### config.mk
export PLATFORM = sky130hd
export DESIGN_NAME = traffic_phase_ctrl
export DESIGN_NICKNAME = d
export VERILOG_FILES = /design/src/rtl/traffic_pkg.sv /design/src/rtl/ped_sync_edge.sv /design/src/rtl/traffic_phase_ctrl.sv
export SDC_FILE = /design/constraint.sdc
export NUM_CORES = 1
export LEC_CHECK = 0
export ABC_CLOCK_PERIOD_IN_PS = 1150
export BUFFER_PORTS_ARGS = -buffer_cell sky130_fd_sc_hd__buf_2
export CAP_MARGIN = 20
export CORE_UTILIZATION = 41
export CTS_CLUSTER_DIAMETER = 100
export DETAILED_ROUTE_END_ITERATION = 12
export PLACE_DENSITY = 0.71
export RECOVER_POWER = 100
export SYNTH_ARGS = -nofsm -noshare
export SYNTH_HDL_FRONTEND = slang
export SYNTH_SLANG_ARGS = --single-unit
### constraint.sdc
create_clock -name clk -period 1.15 [get_ports clk]
set_input_delay 0.1725 -clock clk [delete_from_list [all_inputs] [get_ports clk]]
set_output_delay 0.1725 -clock clk [all_outputs]
set_load 0.05 [all_outputs]
### src/rtl/traffic_pkg.sv
// Shared definitions for the traffic-light phase sequencer.
//   state_e      : phase state encoding (GREEN, YELLOW, RED, FLASH)
//   *_IDX        : bit positions of the counter's one-hot init vector
//   INIT_*       : one-hot counter load patterns
//   LAMP_*       : lamp encodings, {red, yellow, green}
//   lamp_of()    : lamp pattern for a given state and flash phase
package traffic_pkg;

    typedef enum logic [1:0] {
        GREEN  = 2'd0,
        YELLOW = 2'd1,
        RED    = 2'd2,
        FLASH  = 2'd3
    } state_e;

    localparam int unsigned GREEN_IDX  = 0;
    localparam int unsigned YELLOW_IDX = 1;
    localparam int unsigned RED_IDX    = 2;

    localparam logic [2:0] INIT_GREEN  = 3'(1 << GREEN_IDX);
    localparam logic [2:0] INIT_YELLOW = 3'(1 << YELLOW_IDX);
    localparam logic [2:0] INIT_RED    = 3'(1 << RED_IDX);

    localparam logic [2:0] LAMP_GREEN  = 3'b001;
    localparam logic [2:0] LAMP_YELLOW = 3'b010;
    localparam logic [2:0] LAMP_RED    = 3'b100;

    function automatic logic [2:0] lamp_of(input state_e st, input logic flash_ph);
        case (st)
            GREEN:   return LAMP_GREEN;
            YELLOW:  return LAMP_YELLOW;
            RED:     return LAMP_RED;
            FLASH:   return {1'b0, flash_ph, 1'b0};
            default: return LAMP_GREEN;
        endcase
    endfunction

endpackage

### src/rtl/ped_sync_edge.sv
// Pedestrian button conditioner: 2-flop synchronizer followed by a rising-edge detector.
//   clk      in  clock
//   rst_n    in  asynchronous active-low reset
//   ped_req  in  asynchronous button level
//   ped_rise out one-clock pulse on a synchronized 0->1 transition
module ped_sync_edge (
    input  logic clk,
    input  logic rst_n,
    input  logic ped_req,
    output logic ped_rise
);

    // [0],[1] synchronizer stages, [2] previous synchronized value
    logic [2:0] sync_q;

    always_ff @(posedge clk or negedge rst_n) begin
        if (!rst_n) begin
            sync_q <= 3'b000;
        end else begin
            sync_q <= {sync_q[1:0], ped_req};
        end
    end

    assign ped_rise = sync_q[1] & ~sync_q[2];

endmodule

### src/rtl/traffic_phase_ctrl.sv
// Phase sequencer for a single-road traffic light: GREEN -> YELLOW -> RED, with pedestrian
// green shortening and a night flashing-yellow mode. Drives an external countdown counter.
//   clk        in   clock
//   rst_n      in   asynchronous active-low reset
//   tick       in   1-clk strobe, 1 Hz time base; all transitions happen on tick cycles
//   ped_req    in   asynchronous pedestrian button level
//   night      in   night-mode enable (synchronous level)
//   cnt_last   in   counter has reached zero
//   cnt_value  in   current counter value
//   cnt_en     out  counter enable (combinational)
//   cnt_init   out  one-hot counter load, meaningful only with cnt_en (combinational)
//   lamp       out  registered {red, yellow, green}
//   ped_walk   out  registered, high while in RED
//   ped_pend   out  registered, latched pedestrian request
module traffic_phase_ctrl
    import traffic_pkg::*;
#(
    parameter int unsigned pCNT_WIDTH     = 5,
    parameter int unsigned pINIT_WIDTH    = 3,
    parameter int unsigned pPED_GREEN_REM = 4
) (
    input  logic                   clk,
    input  logic                   rst_n,
    input  logic                   tick,
    input  logic                   ped_req,
    input  logic                   night,
    input  logic                   cnt_last,
    input  logic [pCNT_WIDTH-1:0]  cnt_value,
    output logic                   cnt_en,
    output logic [pINIT_WIDTH-1:0] cnt_init,
    output logic [2:0]             lamp,
    output logic                   ped_walk,
    output logic                   ped_pend
);

    localparam logic [pCNT_WIDTH-1:0] PED_REM = pCNT_WIDTH'(pPED_GREEN_REM);

    state_e                 state_q, state_d;
    logic                   flash_ph_q, flash_ph_d;
    logic                   ped_pend_q, ped_pend_d;
    logic [2:0]             lamp_q, lamp_d;
    logic                   ped_walk_q, ped_walk_d;
    logic [pINIT_WIDTH-1:0] init_d;
    logic                   pend_clr;
    logic                   ped_rise;

    ped_sync_edge u_ped_sync_edge (
        .clk      (clk),
        .rst_n    (rst_n),
        .ped_req  (ped_req),
        .ped_rise (ped_rise)
    );

    always_comb begin
        state_d    = state_q;
        init_d     = '0;
        flash_ph_d = flash_ph_q;
        pend_clr   = 1'b0;
        if (tick) begin
            if (night && (state_q != FLASH)) begin
                // Counter is left as-is; it is reloaded with RED on exit.
                state_d  = FLASH;
                pend_clr = 1'b1;
            end else begin
                case (state_q)
                    GREEN: begin
                        if (cnt_last || (ped_pend_q && (cnt_value > PED_REM))) begin
                            state_d = YELLOW;
                            init_d  = pINIT_WIDTH'(INIT_YELLOW);
                        end
                    end
                    YELLOW: begin
                        if (cnt_last) begin
                            state_d  = RED;
                            init_d   = pINIT_WIDTH'(INIT_RED);
                            pend_clr = 1'b1;
                        end
                    end
                    RED: begin
                        if (cnt_last) begin
                            state_d = GREEN;
                            init_d  = pINIT_WIDTH'(INIT_GREEN);
                        end
                    end
                    FLASH: begin
                        if (!night) begin
                            state_d    = RED;
                            init_d     = pINIT_WIDTH'(INIT_RED);
                            flash_ph_d = 1'b0;
                        end else begin
                            flash_ph_d = ~flash_ph_q;
                        end
                    end
                    default: begin
                        state_d = GREEN;
                        init_d  = pINIT_WIDTH'(INIT_GREEN);
                    end
                endcase
            end
        end

        // A load always implies enable; otherwise the counter decrements on ticks outside
        // FLASH, except on the tick that enters FLASH.
        cnt_en = (tick && (state_q != FLASH) && !night) || (init_d != '0);

        // Clear has priority over a coincident set.
        ped_pend_d = ped_pend_q;
        if (ped_rise && ((state_q == GREEN) || (state_q == YELLOW))) begin
            ped_pend_d = 1'b1;
        end
        if (pend_clr) begin
            ped_pend_d = 1'b0;
        end

        lamp_d     = lamp_of(state_d, flash_ph_d);
        ped_walk_d = (state_d == RED);
    end

    always_ff @(posedge clk or negedge rst_n) begin
        if (!rst_n) begin
            state_q    <= GREEN;
            flash_ph_q <= 1'b0;
            ped_pend_q <= 1'b0;
            lamp_q     <= LAMP_GREEN;
            ped_walk_q <= 1'b0;
        end else begin
            state_q    <= state_d;
            flash_ph_q <= flash_ph_d;
            ped_pend_q <= ped_pend_d;
            lamp_q     <= lamp_d;
            ped_walk_q <= ped_walk_d;
        end
    end

    assign cnt_init = init_d;
    assign lamp     = lamp_q;
    assign ped_walk = ped_walk_q;
    assign ped_pend = ped_pend_q;

endmodule

---- After elaboration in Yosys (flattened, before gate mapping) ----
Index checks and enable logic that the tools add are counted.
word-level totals
  register bits after elaboration ......... 11
  input bits .............................. 11
  output and inout port bits .............. 9
  logic and storage cells ................. 55
operators by class
  magnitude comparators ................... 1
  eq/ne operators ......................... 7
  mux-type cells .......................... 25
  bitwise logic cells ..................... 3
  reduce and logical (&&, ||, !) cells .... 13
operators with widths
  cell                                                 count
  one-hot mux 3 bit (4 select lines)                   2
  two-way mux 2 bit                                    7
  two-way mux 3 bit                                    4
  two-way mux 1 bit                                    11
  equality test 2 bit, second input constant           4
  one-hot mux 2 bit (4 select lines)                   1
  > comparator 5 x 3 -> 1 bit, second input constant   1
  logical AND 1 bit                                    5
  equality test 2 x 1 -> 1 bit, second input constant  2
  logical NOT 2 bit                                    2
  logical OR 1 bit                                     3
  nonzero test 3 bit                                   1
  inequality test 2 bit, second input constant         1
  inverter 1 bit                                       2
  nonzero test 2 bit                                   1
  AND 1 bit                                            1
  logical NOT 1 bit                                    1

---- Depth between registers and ports, before layout ----
  word-level depth ........................ 9
  gate-level depth with buffers ........... 4
  depth with buffers taken out ............ 3

---- Hierarchy ----
Synthesis repeated with hierarchy kept, for this count alone.
second synthesis, totals
  cell total of the unflattened synthesis .. 51
  area total of the unflattened synthesis .. 565.5 µm²
by module, submodules not included
  module              instances  cells an instance  area each (µm²)  seq. area each (µm²)
  traffic_phase_ctrl  1          47                 476.7            176.4
  ped_sync_edge       1          4                  88.8             75.1

---- Worst setup path before layout ----
No wires, ideal clock.
  path kind ............................... reg2out
  start point ............................. register state_q[1]
  end point ............................... output port cnt_init[2]
  arrival time ............................ 1.692 ns
  data required time ...................... 0.978 ns
  setup slack ............................. -0.714 ns
  cell stages (with the launch flop) ...... 4
  path buffers ............................ 1
  path through ............................ dfrtp_1 -> buf_2 -> inv_2 -> a211oi_1
between the ends
  cells in the longest elaborated chain, start to end .. 4
  elaborated cells on any way between the ends .. 9
  those cells by class .................... eq/ne: 4; mux: 3; reduce/logical: 2
ends and longest elaborated chain
  what                                                                     line                                                RTL
  start, declared                                                          traffic_phase_ctrl.sv:38                            state_e state_q, state_d;
  start signal, assigned                                                   traffic_phase_ctrl.sv:127                           state_q <= state_d;
  equality test 2 bit, or another cell as far along                        traffic_phase_ctrl.sv:65                            case (state_q)
  one-hot mux 3 bit (4 select lines) or logical AND 1 bit (tied branches)  traffic_phase_ctrl.sv:65, traffic_phase_ctrl.sv:60
  two-way mux 3 bit *                                                      traffic_phase_ctrl.sv:60                            if (night && (state_q != FLASH)) begin
  two-way mux 3 bit *                                                      traffic_phase_ctrl.sv:59                            if (tick) begin
  end, declared                                                            traffic_phase_ctrl.sv:30                            output logic [pINIT_WIDTH-1:0] cnt_init,
Mark *: on every way between the ends. The rest lies on a longest branch, timed or not.

---- Worst setup path in the final report ----
  start point ............................. register ped_pend_q (netlist: ped_pend)
  end point ............................... output port cnt_init[1]
between the ends
  cells in the longest elaborated chain, start to end .. 6
ends and longest elaborated chain
  what                                line                       RTL
  start, declared                     traffic_phase_ctrl.sv:40   logic ped_pend_q, ped_pend_d;
  start signal, assigned              traffic_phase_ctrl.sv:129  ped_pend_q <= ped_pend_d;
  logical AND 1 bit                   traffic_phase_ctrl.sv:67   if (cnt_last || (ped_pend_q && (cnt_value > PED_REM))) begin
  logical OR 1 bit                    traffic_phase_ctrl.sv:67
  two-way mux 2 bit                   traffic_phase_ctrl.sv:67
  one-hot mux 3 bit (4 select lines)  traffic_phase_ctrl.sv:65
  two-way mux 3 bit                   traffic_phase_ctrl.sv:60
  two-way mux 3 bit                   traffic_phase_ctrl.sv:59
No other way between the ends.

==> out/results.ini <==
[die]
dieArea_um2 = 1493
die_y_um = 38.65
io_pins = 20
rows = 12
coreArea_um2 = 1171
fp.dieW_um = 38.65
initial_utilization_pct = 47.01

[worst_setup_path]
cpPeakStageDelay_ps = 420
cpMaxStageDelayCell = dfrtp_2
cp_top_family = flip-flops
crit_chain = o211ai_1 > nand2_1 > o211a_4 > buf_8
crit_fanout = 3
worst-setup-path-type = register to output port
critPathLaunchType = register
cp-end-kind = output port
critPathRequiredTime_ps = 980
cp_num_buf_inv = 1
cp.arrival_ps = 1300

[yosys]
synthDistinctLibCells = 31
yosys-top-cells-area = dfrtp_1 (41%), dfstp_2 (4.8%), buf_4 (4.1%), a21oi_1 (2.7%), o21ai_1 (2.7%)
synth_nets = 68
yosysTopAreaCell = dfrtp_1
seq_area_frac_synth_pct = 45.68
synth_top_cell_area_share_pct = 40.91
synth_area_um2 = 550.5
syn_avg_cell_area_um2 = 9.658
ys_ff_latch = 10
yosys_warnings = 0
postSynthCellCount = 57

[clock_tree]
cts_tree = done
cts_buffers = 3
clockRootBuffer = clkbuf_4
cts.sinks = 10
htreeDepth = 1
clockBufferDepth = 2
clock_latency_ps = 260
clk_pin_slew_worst_paths_ps = 70

[global_route]
gr-usage-met3_pct = 3.468
top_usage_layer = met2
grt_antenna_before_repair = 0
grt_pass1_wl_um = 2049
grt_overflow = 0
met2_usage_pct = 33.75
met1_usage_pct = 25.37
grt_start_max_net_pins = 11
grt_pass1_vias = 505
grt_use_total_pct = 20.10

[placed_design]
portBuffers = 19
gp_congestion = 0.8313
dp_hpwl_um = 975.5
post-place-ws_ps = -142.9

[worst_hold_path]
worstHoldPathType = input pin to register

[run_status]
failed_checks = setup timing
status = finished with violations

[layout]
areaGrowthSynthToFinish_pct = 60.91
regArea_um2 = 252.7
fin_nets = 105
layout_commonest_cell = buf_4
multi_input_area_um2 = 280.3
drive_gt1_share_pct = 53.76
n_antenna_cell = 0
fillers = 87
final_cell_mix = buf_4 (15), buf_2 (9), dfrtp_1 (8)

[drt]
wl_per_cell_um = 12.19
vias = 546
drcViolationCount = 0
vias_per_cell = 5.103
drt_first_pass_iters = 4
ant_nets = 0
drt_iter0_markers = 15
totalWireLength_um = 1304

[sta]
setup-violations-final = 5
worst_slew_pin_slew_ps = 525.9
drv_slew = 0
timing.fmax_mhz = 678.0
rsz0062_at_grt = yes
finalCriticalPeriod_ps = 1475
setup_slack_ps = -324.9
finalCritPeriodShare_pct = 128.2
finalHoldViolations = 0
hold_ws_ps = 19.22
slew_headroom_pct = 64.94
clock_skew_ps = 8.637

[power_and_ir_drop]
p_per_area_nw_per_um2 = 1417
power_leakage_nw = 0.4314
vdd_drop_max_uv = 918.4

[run]
maxCapViolCount = 0

## kinds of logic after synthesis
logic type,count (synthesis),synth area share (%)
buf+inv,11,11.13
simple gates,16,17.27
flops,10,45.68
compound gates,20,25.91
## stage by stage
stage                     std cells  total power, mW  util [%]  cell area, µm²  setup TNS (ps)
final                           107            1.255     75.64           885.9           -1053
after global routing            107            1.324     75.64           885.9           -1390
after CTS                       107            1.249     73.93           865.8           -1015
after detailed placement        100           0.8928     65.71           769.5          -416.9
after global placement          100           0.8902     65.71           769.5          -311.6
after floorplan                  57           0.7536         -           593.1          -144.2
## report_power, final
group,leakage [nW],switching [mW],internal (mW)
clock network,0.0210,0.123,0.192
logic,0.295,0.290,0.216
registers,0.116,0.0317,0.403
total,0.431,0.445,0.810
## per-layer routing
layer	vias up	share of wire (%)
met4	0	0
li1	277	-
met1	255	47
met2	14	49
met3	0	3.8
met5	-	0
## final cells by class
| cell class | instances | share of cell area, % |
|---|---|---|
| Inverter | 6 | 2.542 |
| Multi-Input combinational cell | 36 | 31.64 |
| Sequential cell | 10 | 28.53 |
| Timing Repair Buffer | 37 | 31.21 |
| Tap cell | 14 | 1.977 |
| Clock buffer | 4 | 4.096 |
## cells in the mapped netlist, drive strengths merged
cell	n
o22a	1
buf	5
nand3	1
nand2b	2
a222oi	1
o21ai	4
nand2	2
and4	1
nor2	4
o31ai	1
dfrtp	9
o21bai	1
nor2b	1
o211ai	1
a311oi	1
a21oi	3
a21o	1
and3	2
inv	6
o211a	1
dfstp	1
nand3b	1
nor3b	2
a211oi	3
o22ai	2
## path summary, 6_finish.rpt
| path | start | endpoint | slack [ps] | cells after the start |
|---|---|---|---|---|
| min in group asynchronous | rst_n | lamp[2] | 390 | 2 |
| hold / removal | ped_req | u_ped_sync_edge.sync_q[0] | 20 | 1 |
| setup / recovery | ped_pend | cnt_init[1] | -320 | 4 |
| setup reg to reg | state_q[0] | lamp[1] | -160 | 4 |
| hold reg to reg | u_ped_sync_edge.sync_q[0] | u_ped_sync_edge.sync_q[1] | 350 | 0 |
| max in group asynchronous | rst_n | ped_pend | 390 | 2 |
## flip-flops by register name, summed over array words and instances, names as in the netlist
name	flops
state_q	2
flash_ph_q	1
u_ped_sync_edge.sync_q	3
lamp	3
ped_pend	1
## what timing repair did
item                                    4_1_cts  5_1_grt
endpoints found under the setup margin        6       10
pin swaps                                     2        8
endpoints found under the hold margin        10        0
hold buffers                                  1        0
setup buffers                                 2        1
resized for setup                            11        8
Power figures use the tool's default switching activity.
